<file path="config.mk">
export PLATFORM = sky130hd
export DESIGN_NAME = lsu_wb_master
export DESIGN_NICKNAME = d
export VERILOG_FILES = /design/src/rtl/lsu_wb_master_pkg.sv /design/src/rtl/lsu_align_check.sv /design/src/rtl/lsu_wb_master.sv
export SDC_FILE = /design/constraint.sdc
export NUM_CORES = 1
export LEC_CHECK = 0
export BUFFER_PORTS_ARGS = -buffer_cell sky130_fd_sc_hd__buf_2
export CORE_UTILIZATION = 30
export CTS_BUF_LIST = sky130_fd_sc_hd__clkbuf_8
export DETAILED_ROUTE_END_ITERATION = 10
export PLACE_DENSITY = 0.56
export SLEW_MARGIN = 10
export SYNTH_ARGS = -nofsm -noshare
export SYNTH_HDL_FRONTEND = slang
export SYNTH_SLANG_ARGS = --single-unit
</file>
<file path="constraint.sdc">
create_clock -name i_clk -period 2.15 [get_ports i_clk]
set_input_delay 0.1075 -clock i_clk [delete_from_list [all_inputs] [get_ports i_clk]]
set_output_delay 0.1075 -clock i_clk [all_outputs]
set_load 0.02 [all_outputs]
</file>
<file path="src/rtl/lsu_wb_master_pkg.sv">
// ----------------------------------------------------------------------------
// lsu_wb_master_pkg
//   Shared definitions for the load/store unit Wishbone master:
//   - access size encodings carried from the CPU request to o_wb_sel
//   - FSM state encoding
//   - read data returned on an errored response
//   - the registered bus request bundle
// ----------------------------------------------------------------------------
package lsu_wb_master_pkg;

  // Access size encodings (bit 2 selects zero-extension for sub-word loads).
  localparam logic [2:0] SIZE_B  = 3'b000;
  localparam logic [2:0] SIZE_H  = 3'b001;
  localparam logic [2:0] SIZE_W  = 3'b010;
  localparam logic [2:0] SIZE_BU = 3'b100;
  localparam logic [2:0] SIZE_HU = 3'b101;

  // Read data reported with an errored response.
  localparam logic [31:0] ERR_DATA = 32'hFFFF_FFFF;

  typedef enum logic [1:0] {
    ST_IDLE = 2'd0,
    ST_STB  = 2'd1,
    ST_WAIT = 2'd2,
    ST_RESP = 2'd3
  } state_e;

  // Bus request fields held stable for the whole transaction.
  typedef struct packed {
    logic        we;
    logic [31:0] addr;
    logic [31:0] data;
    logic [2:0]  sel;
  } wb_req_t;

endpackage

</file>
<file path="src/rtl/lsu_align_check.sv">
// ----------------------------------------------------------------------------
// lsu_align_check
//   Combinational legality check of a CPU access.
//   Ports:
//     addr    [1:0]  low address bits of the request
//     size    [2:0]  access size encoding
//     illegal        1 when the size code is reserved or the address is
//                    misaligned for the access width
// ----------------------------------------------------------------------------
module lsu_align_check
  import lsu_wb_master_pkg::*;
(
  input  logic [1:0] addr,
  input  logic [2:0] size,
  output logic       illegal
);

  always_comb begin
    // NOTE: assign a default before the case so no path leaves the output
    // unassigned, which would infer a latch.
    illegal = 1'b1;
    case (size)
      SIZE_B, SIZE_BU: illegal = 1'b0;
      SIZE_H, SIZE_HU: illegal = addr[0];
      SIZE_W:          illegal = |addr;
      default:         illegal = 1'b1;  // reserved codes 011, 110, 111
    endcase
  end

endmodule

</file>
<file path="src/rtl/lsu_wb_master.sv">
// ----------------------------------------------------------------------------
// lsu_wb_master
//   Converts single CPU load/store requests into Wishbone-style pipelined bus
//   cycles, one outstanding transaction at a time.
//
//   Parameter:
//     TIMEOUT_CYCLES  bus cycles a transaction may wait before abort (1..65535)
//   Configuration macro:
//     LSU_TIMEOUT_EN  defined   -> timeout counter aborts stuck transactions
//                     undefined -> no counter, STB/WAIT wait indefinitely
//   Ports:
//     i_clk, i_reset          clock, asynchronous active-low reset
//     i_req_*/o_req_ready     CPU request handshake and fields
//     o_rsp_valid/rdata/err   one-cycle completion pulse with read data/error
//     o_wb_*                  registered bus request (sel carries the size code)
//     i_wb_data/ack/stall     bus response
// ----------------------------------------------------------------------------
module lsu_wb_master
  import lsu_wb_master_pkg::*;
#(
  parameter int unsigned TIMEOUT_CYCLES = 255
) (
  input  logic        i_clk,
  input  logic        i_reset,
  // CPU request
  input  logic        i_req_valid,
  output logic        o_req_ready,
  input  logic        i_req_we,
  input  logic [31:0] i_req_addr,
  input  logic [31:0] i_req_wdata,
  input  logic [2:0]  i_req_size,
  // CPU response
  output logic        o_rsp_valid,
  output logic [31:0] o_rsp_rdata,
  output logic        o_rsp_err,
  // Bus request
  output logic        o_wb_stb,
  output logic        o_wb_we,
  output logic [31:0] o_wb_addr,
  output logic [31:0] o_wb_data,
  output logic [2:0]  o_wb_sel,
  // Bus response
  input  logic [31:0] i_wb_data,
  input  logic        i_wb_ack,
  input  logic        i_wb_stall
);

  state_e      state_q, state_d;
  wb_req_t     bus_q, bus_d;
  logic        stb_q, stb_d;
  logic        rsp_valid_q, rsp_valid_d;
  logic        rsp_err_q, rsp_err_d;
  logic [31:0] rdata_q, rdata_d;
  // Set for an illegal request: it spends one extra cycle in RESP before the
  // pulse so its accept-to-response latency matches the fastest bus path.
  logic        hold_q, hold_d;

  logic accept;
  logic illegal;
  logic ack_taken;
  logic timeout_hit;

  assign o_req_ready = (state_q == ST_IDLE);
  assign accept      = i_req_valid && (state_q == ST_IDLE);

  // An ack only counts while the strobe is being accepted or in WAIT.
  assign ack_taken = i_wb_ack &&
                     (((state_q == ST_STB) && !i_wb_stall) || (state_q == ST_WAIT));

  lsu_align_check u_align_check (
    .addr    (i_req_addr[1:0]),
    .size    (i_req_size),
    .illegal (illegal)
  );

  // --------------------------------------------------------------------------
  // State and output registers
  // --------------------------------------------------------------------------
  always_ff @(posedge i_clk or negedge i_reset) begin
    if (!i_reset) begin
      state_q     <= ST_IDLE;
      bus_q       <= '{we: 1'b0, addr: '0, data: '0, sel: SIZE_W};
      stb_q       <= 1'b0;
      rsp_valid_q <= 1'b0;
      rsp_err_q   <= 1'b0;
      rdata_q     <= '0;
      hold_q      <= 1'b0;
    end else begin
      // NOTE: non-blocking assignments so every register samples values from
      // before this edge, independent of statement order.
      state_q     <= state_d;
      bus_q       <= bus_d;
      stb_q       <= stb_d;
      rsp_valid_q <= rsp_valid_d;
      rsp_err_q   <= rsp_err_d;
      rdata_q     <= rdata_d;
      hold_q      <= hold_d;
    end
  end

  // --------------------------------------------------------------------------
  // Timeout counter: cleared on accept, counts every cycle in STB or WAIT.
  // timeout_hit fires in the cycle the count reaches TIMEOUT_CYCLES.
  // --------------------------------------------------------------------------
`ifdef LSU_TIMEOUT_EN
  logic [15:0] tmo_cnt_q;
  logic [15:0] tmo_cnt_inc;

  assign tmo_cnt_inc = tmo_cnt_q + 16'd1;
  assign timeout_hit = ((state_q == ST_STB) || (state_q == ST_WAIT)) &&
                       (tmo_cnt_inc == 16'(TIMEOUT_CYCLES));

  always_ff @(posedge i_clk or negedge i_reset) begin
    if (!i_reset) begin
      tmo_cnt_q <= '0;
    end else if (accept) begin
      tmo_cnt_q <= '0;
    end else if ((state_q == ST_STB) || (state_q == ST_WAIT)) begin
      tmo_cnt_q <= tmo_cnt_inc;
    end
  end
`else
  assign timeout_hit = 1'b0;
`endif

  // --------------------------------------------------------------------------
  // Next-state logic. A bus ack always wins over a timeout in the same cycle.
  // --------------------------------------------------------------------------
  always_comb begin
    state_d = state_q;
    case (state_q)
      ST_IDLE: begin
        if (accept) state_d = illegal ? ST_RESP : ST_STB;
      end
      ST_STB: begin
        if (ack_taken)        state_d = ST_RESP;
        else if (timeout_hit) state_d = ST_RESP;
        else if (!i_wb_stall) state_d = ST_WAIT;
      end
      ST_WAIT: begin
        if (ack_taken || timeout_hit) state_d = ST_RESP;
      end
      ST_RESP: begin
        if (!hold_q) state_d = ST_IDLE;
      end
      default: state_d = ST_IDLE;
    endcase
  end

  // --------------------------------------------------------------------------
  // Output logic: next values of the registered bus and response outputs.
  // --------------------------------------------------------------------------
  always_comb begin
    bus_d       = bus_q;
    stb_d       = stb_q;
    rsp_valid_d = 1'b0;
    rsp_err_d   = rsp_err_q;
    rdata_d     = rdata_q;
    hold_d      = hold_q;

    case (state_q)
      ST_IDLE: begin
        if (accept) begin
          bus_d = '{we: i_req_we, addr: i_req_addr, data: i_req_wdata, sel: i_req_size};
          if (illegal) begin
            rsp_err_d = 1'b1;
            rdata_d   = ERR_DATA;
            hold_d    = 1'b1;
          end else begin
            stb_d = 1'b1;
          end
        end
      end
      ST_STB, ST_WAIT: begin
        stb_d = (state_d == ST_STB);
        if (state_d == ST_RESP) begin
          rsp_valid_d = 1'b1;
          if (ack_taken) begin
            rsp_err_d = 1'b0;
            rdata_d   = i_wb_data;
          end else begin
            rsp_err_d = 1'b1;
            rdata_d   = ERR_DATA;
          end
        end
      end
      ST_RESP: begin
        if (hold_q) begin
          hold_d      = 1'b0;
          rsp_valid_d = 1'b1;
        end
      end
      default: ;
    endcase
  end

  assign o_wb_stb    = stb_q;
  assign o_wb_we     = bus_q.we;
  assign o_wb_addr   = bus_q.addr;
  assign o_wb_data   = bus_q.data;
  assign o_wb_sel    = bus_q.sel;
  assign o_rsp_valid = rsp_valid_q;
  assign o_rsp_err   = rsp_err_q;
  assign o_rsp_rdata = rdata_q;

endmodule
</file>
==> results_dict.tcl <==
set metrics [dict create \
    outcome "completed" \
    cts_buffers 9 \
    hold_viol 0 \
    drt_wl_total_um 11600 \
    end_kind "register" \
    reg2reg_to "o_rsp_rdata[13]$_DFFE_PN0P_" \
    worstRegToRegCells 8 \
    whs_path_depth 3 \
    seq_power_share_pct 33.5 \
    swShare_pct 41.2 \
    core_um2 14000 \
    place_congestion 0.735 \
    cts.clk_slew.worst_paths_ps 100 \
    critPathMaxFanout 5 \
    p_per_area_nw_per_um2 1610 \
    final_nets 699 \
    drive_above_1_share_pct 55.4 \
    yosysSeqAreaShare_pct 60.9 \
    grt_pass1_vias 3757 \
    yosysUniqueCellTypes 34 \
    relSlewSlack_pct 67.5 \
    start_util_pct 31.0 \
    p_int_mw 6.39 \
    fin_crit_ps 2100 \
    clock_skew_ps 12.8 \
    areaGrowthSynthToFinish_pct 55.1 \
    grt_pass1_wl_um 18400 \
    cts_sinks 106 \
    slew_viol_final 0 \
    dieArea_um2 15000 \
    layout_common_cells "buf_2 (207), dfrtp_1 (104), dlygate4sd3_1 (69), mux2_2 (68), o21a_1 (34)" \
    num_rows 43 \
    num_vias 3538 \
    ir_worst_vdd_mv 0.705 \
    hold_end "o_rsp_rdata[20]$_DFFE_PN0P_" \
    finalWorstSetupSlack_ps 45.1 \
    combPwrFrac_pct 53.5 \
    hp-class "input pin to register" \
    switching_power_mw 4.47 \
    drt-pass1-iter-count 4 \
    yosysTopAreaCell "dfrtp_1" \
    fp.dieH_um 123 \
    setup_violations 0 \
    worst_ep_arrival_time_ps 2370 \
    max_freq_mhz 475 \
    criticalPathCategory "register to register" \
    whs_ps 42.7 \
    place_worst_setup_slack_ps -9.29 \
    worstMarginPinSlew_ps 487 \
    clk_path_buf_depth 2 \
    power_frac_clock_pct 13.0 \
    leakagePower_nw 3.02 \
    grt-ovfl-total 0 \
    yosysWarnings 0 \
    dp_hpwl_um 7730 \
    grt_max_degree 58 \
    clock_latency_ps 380 \
    viasPerCell 4.57 \
    cp-start-kind "register" \
    clockRootBuffer "clkbuf_8" \
    grt_use_total_pct 15.9 \
    portBuffers 208 \
    die_x_um 123 \
    drc 0 \
    num_io_pins 209 \
    drtAntennaViolNets 0 \
    synth.area.top_cells "dfrtp_1 (60%), mux2_2 (18%), o22a_1 (6.4%), o21a_1 (5.9%), ha_1 (1.4%)" \
    rrSetupSlack_ps 50 \
    antenna_found_initial 0 \
    cp_data_required_time_ps 2410 \
    syn_nets 410 \
    min_from "i_wb_data[20]" \
    max_cap_viol_count 0 \
    post-route-util_pct 48.1 \
    drt_iter0_drc 84 \
    syn_avg_cell_area_um2 14.5 \
    syn_inst 300 \
    rr_startpoint "state_q[0]$_DFF_PN0_" \
    ys_ff_latch 106 \
    htreeDepth 3 \
    final_common_cell "buf_2" \
    synth.top_cell.area_share_pct 60.3 \
    rsz0062_at_grt "true" \
    diodes 0 \
    fin_crit_sh_pct 97.9 \
    cts_tree "done" \
    syn_area_um2 4360 \
    post_drt_wl_per_cell_um 15.0 \
]
==> cell type report <==
class	count	area (um2)
Clock buffer	10	138
Clock inverter	6	93.8
Sequential cell	106	2660
Inverter	4	17.5
Multi-Input combinational cell	172	1670
Tap cell	180	225
Fill cell	1259	7280
Timing Repair Buffer	296	1960
==> flip-flops by register name, indices dropped and copies added, names as in the netlist <==
signal,flops
o_wb_data,32
o_rsp_valid,1
o_wb_stb,1
o_rsp_rdata,32
o_wb_we,1
hold_q,1
o_wb_sel,3
state_q,2
o_wb_addr,32
o_rsp_err,1
==> through the flow <==
step                      power (mW)  instance area (um2)  TNS (ps)  cells
after global placement          8.88                 5710         0    685
after floorplan                 7.06                 4360         0    300
after CTS                       10.8                 6670         0    774
final                           10.9                 6760         0    774
after detailed placement        9.04                 5710     -29.6    685
after global routing            11.6                 6760      -561    774
==> worst max-delay path by stage <==
| stage | start | end | slack, ps | cells past startpoint |
|---|---|---|---|---|
| 3_3_place_gp | state_q[0]$_DFF_PN0_ | o_rsp_rdata[9]$_DFFE_PN0P_ | 80 | 8 |
| 2_1_floorplan | state_q[0]$_DFF_PN0_ | o_rsp_rdata[10]$_DFFE_PN0P_ | 50 | 8 |
| 3_5_place_dp | state_q[0]$_DFF_PN0_ | o_rsp_rdata[23]$_DFFE_PN0P_ | -9 | 8 |
| 4_1_cts | state_q[1]$_DFF_PN0_ | o_rsp_valid$_DFF_PN0_ | 10 | 8 |
| 5_1_grt | state_q[0]$_DFF_PN0_ | o_wb_stb$_DFFE_PN0P_ | -50 | 9 |
| 6_report | state_q[0]$_DFF_PN0_ | o_rsp_rdata[13]$_DFFE_PN0P_ | 50 | 8 |
==> cells by family (layout without fill, tap and decap cells) <==
kind of cell / after synthesis / in the layout / share of synthesized area (%)
AO/OA/AOI/OAI: 84 / 84 / 15.6
adder cells (fa/ha/maj): 5 / 5 / 1.44
AND/OR/NAND/NOR: 15 / 15 / 1.81
multiplexers: 68 / 68 / 17.6
buffers and inverters: 22 / 316 / 2.64
flip-flops: 106 / 106 / 60.9
==> power by group through the flow <==
stage                     sequential (mW)  clock (mW)  combinational, mW
after floorplan                      4.84           0               2.22
after global placement               3.60           0               5.27
after detailed placement             3.64           0               5.40
after CTS                            3.62        1.47               5.66
after global routing                 3.79        1.53               6.27
final                                3.64        1.41               5.81
==> critical path: stages (launching register included) <==
cell and delay [ps]:
dfrtp_2 450, inv_4 70, ha_4 180, a211o_1 310
a2111oi_4 340, a211o_2 180, o31ai_4 110, buf_4 180
o21a_1 170
==> cell usage after synthesis (all sizes together) <==
master     n
a211o      2
o31a       1
ha         5
o21ai      4
o21a      34
clkbuf     3
a2111oi    1
buf       15
and3       2
mux2      68
nor3       1
o22a      32
nor2       4
a211oi     1
nand2      3
nor2b      1
dfstp      1
o211ai     1
a22o       1
nand2b     1
nor4       1
o31ai      1
or3        1
a21oi      4
o311ai     1
or4b       1
dfrtp    105
o21ba      1
inv        4
==> timing repair <==
action | 4_1_cts | 5_1_grt
endpoints found under the setup margin | 19 | 35
hold endpoints to repair | 102 | 0
buffers inserted | 4 | 1
resized for setup | 6 | 13
pin swaps | 4 | 5
hold buffers | 69 | 0
==> metal layers <==
layer	vias to the layer above	wire, um	global-route usage (%)
li1	1670	-	-
met1	1710	4760	18.9
met2	145	5650	26.0
met3	13	974	5.39
met4	0	201	6.63
met5	-	0	0
Power figures use the tool's default switching activity.
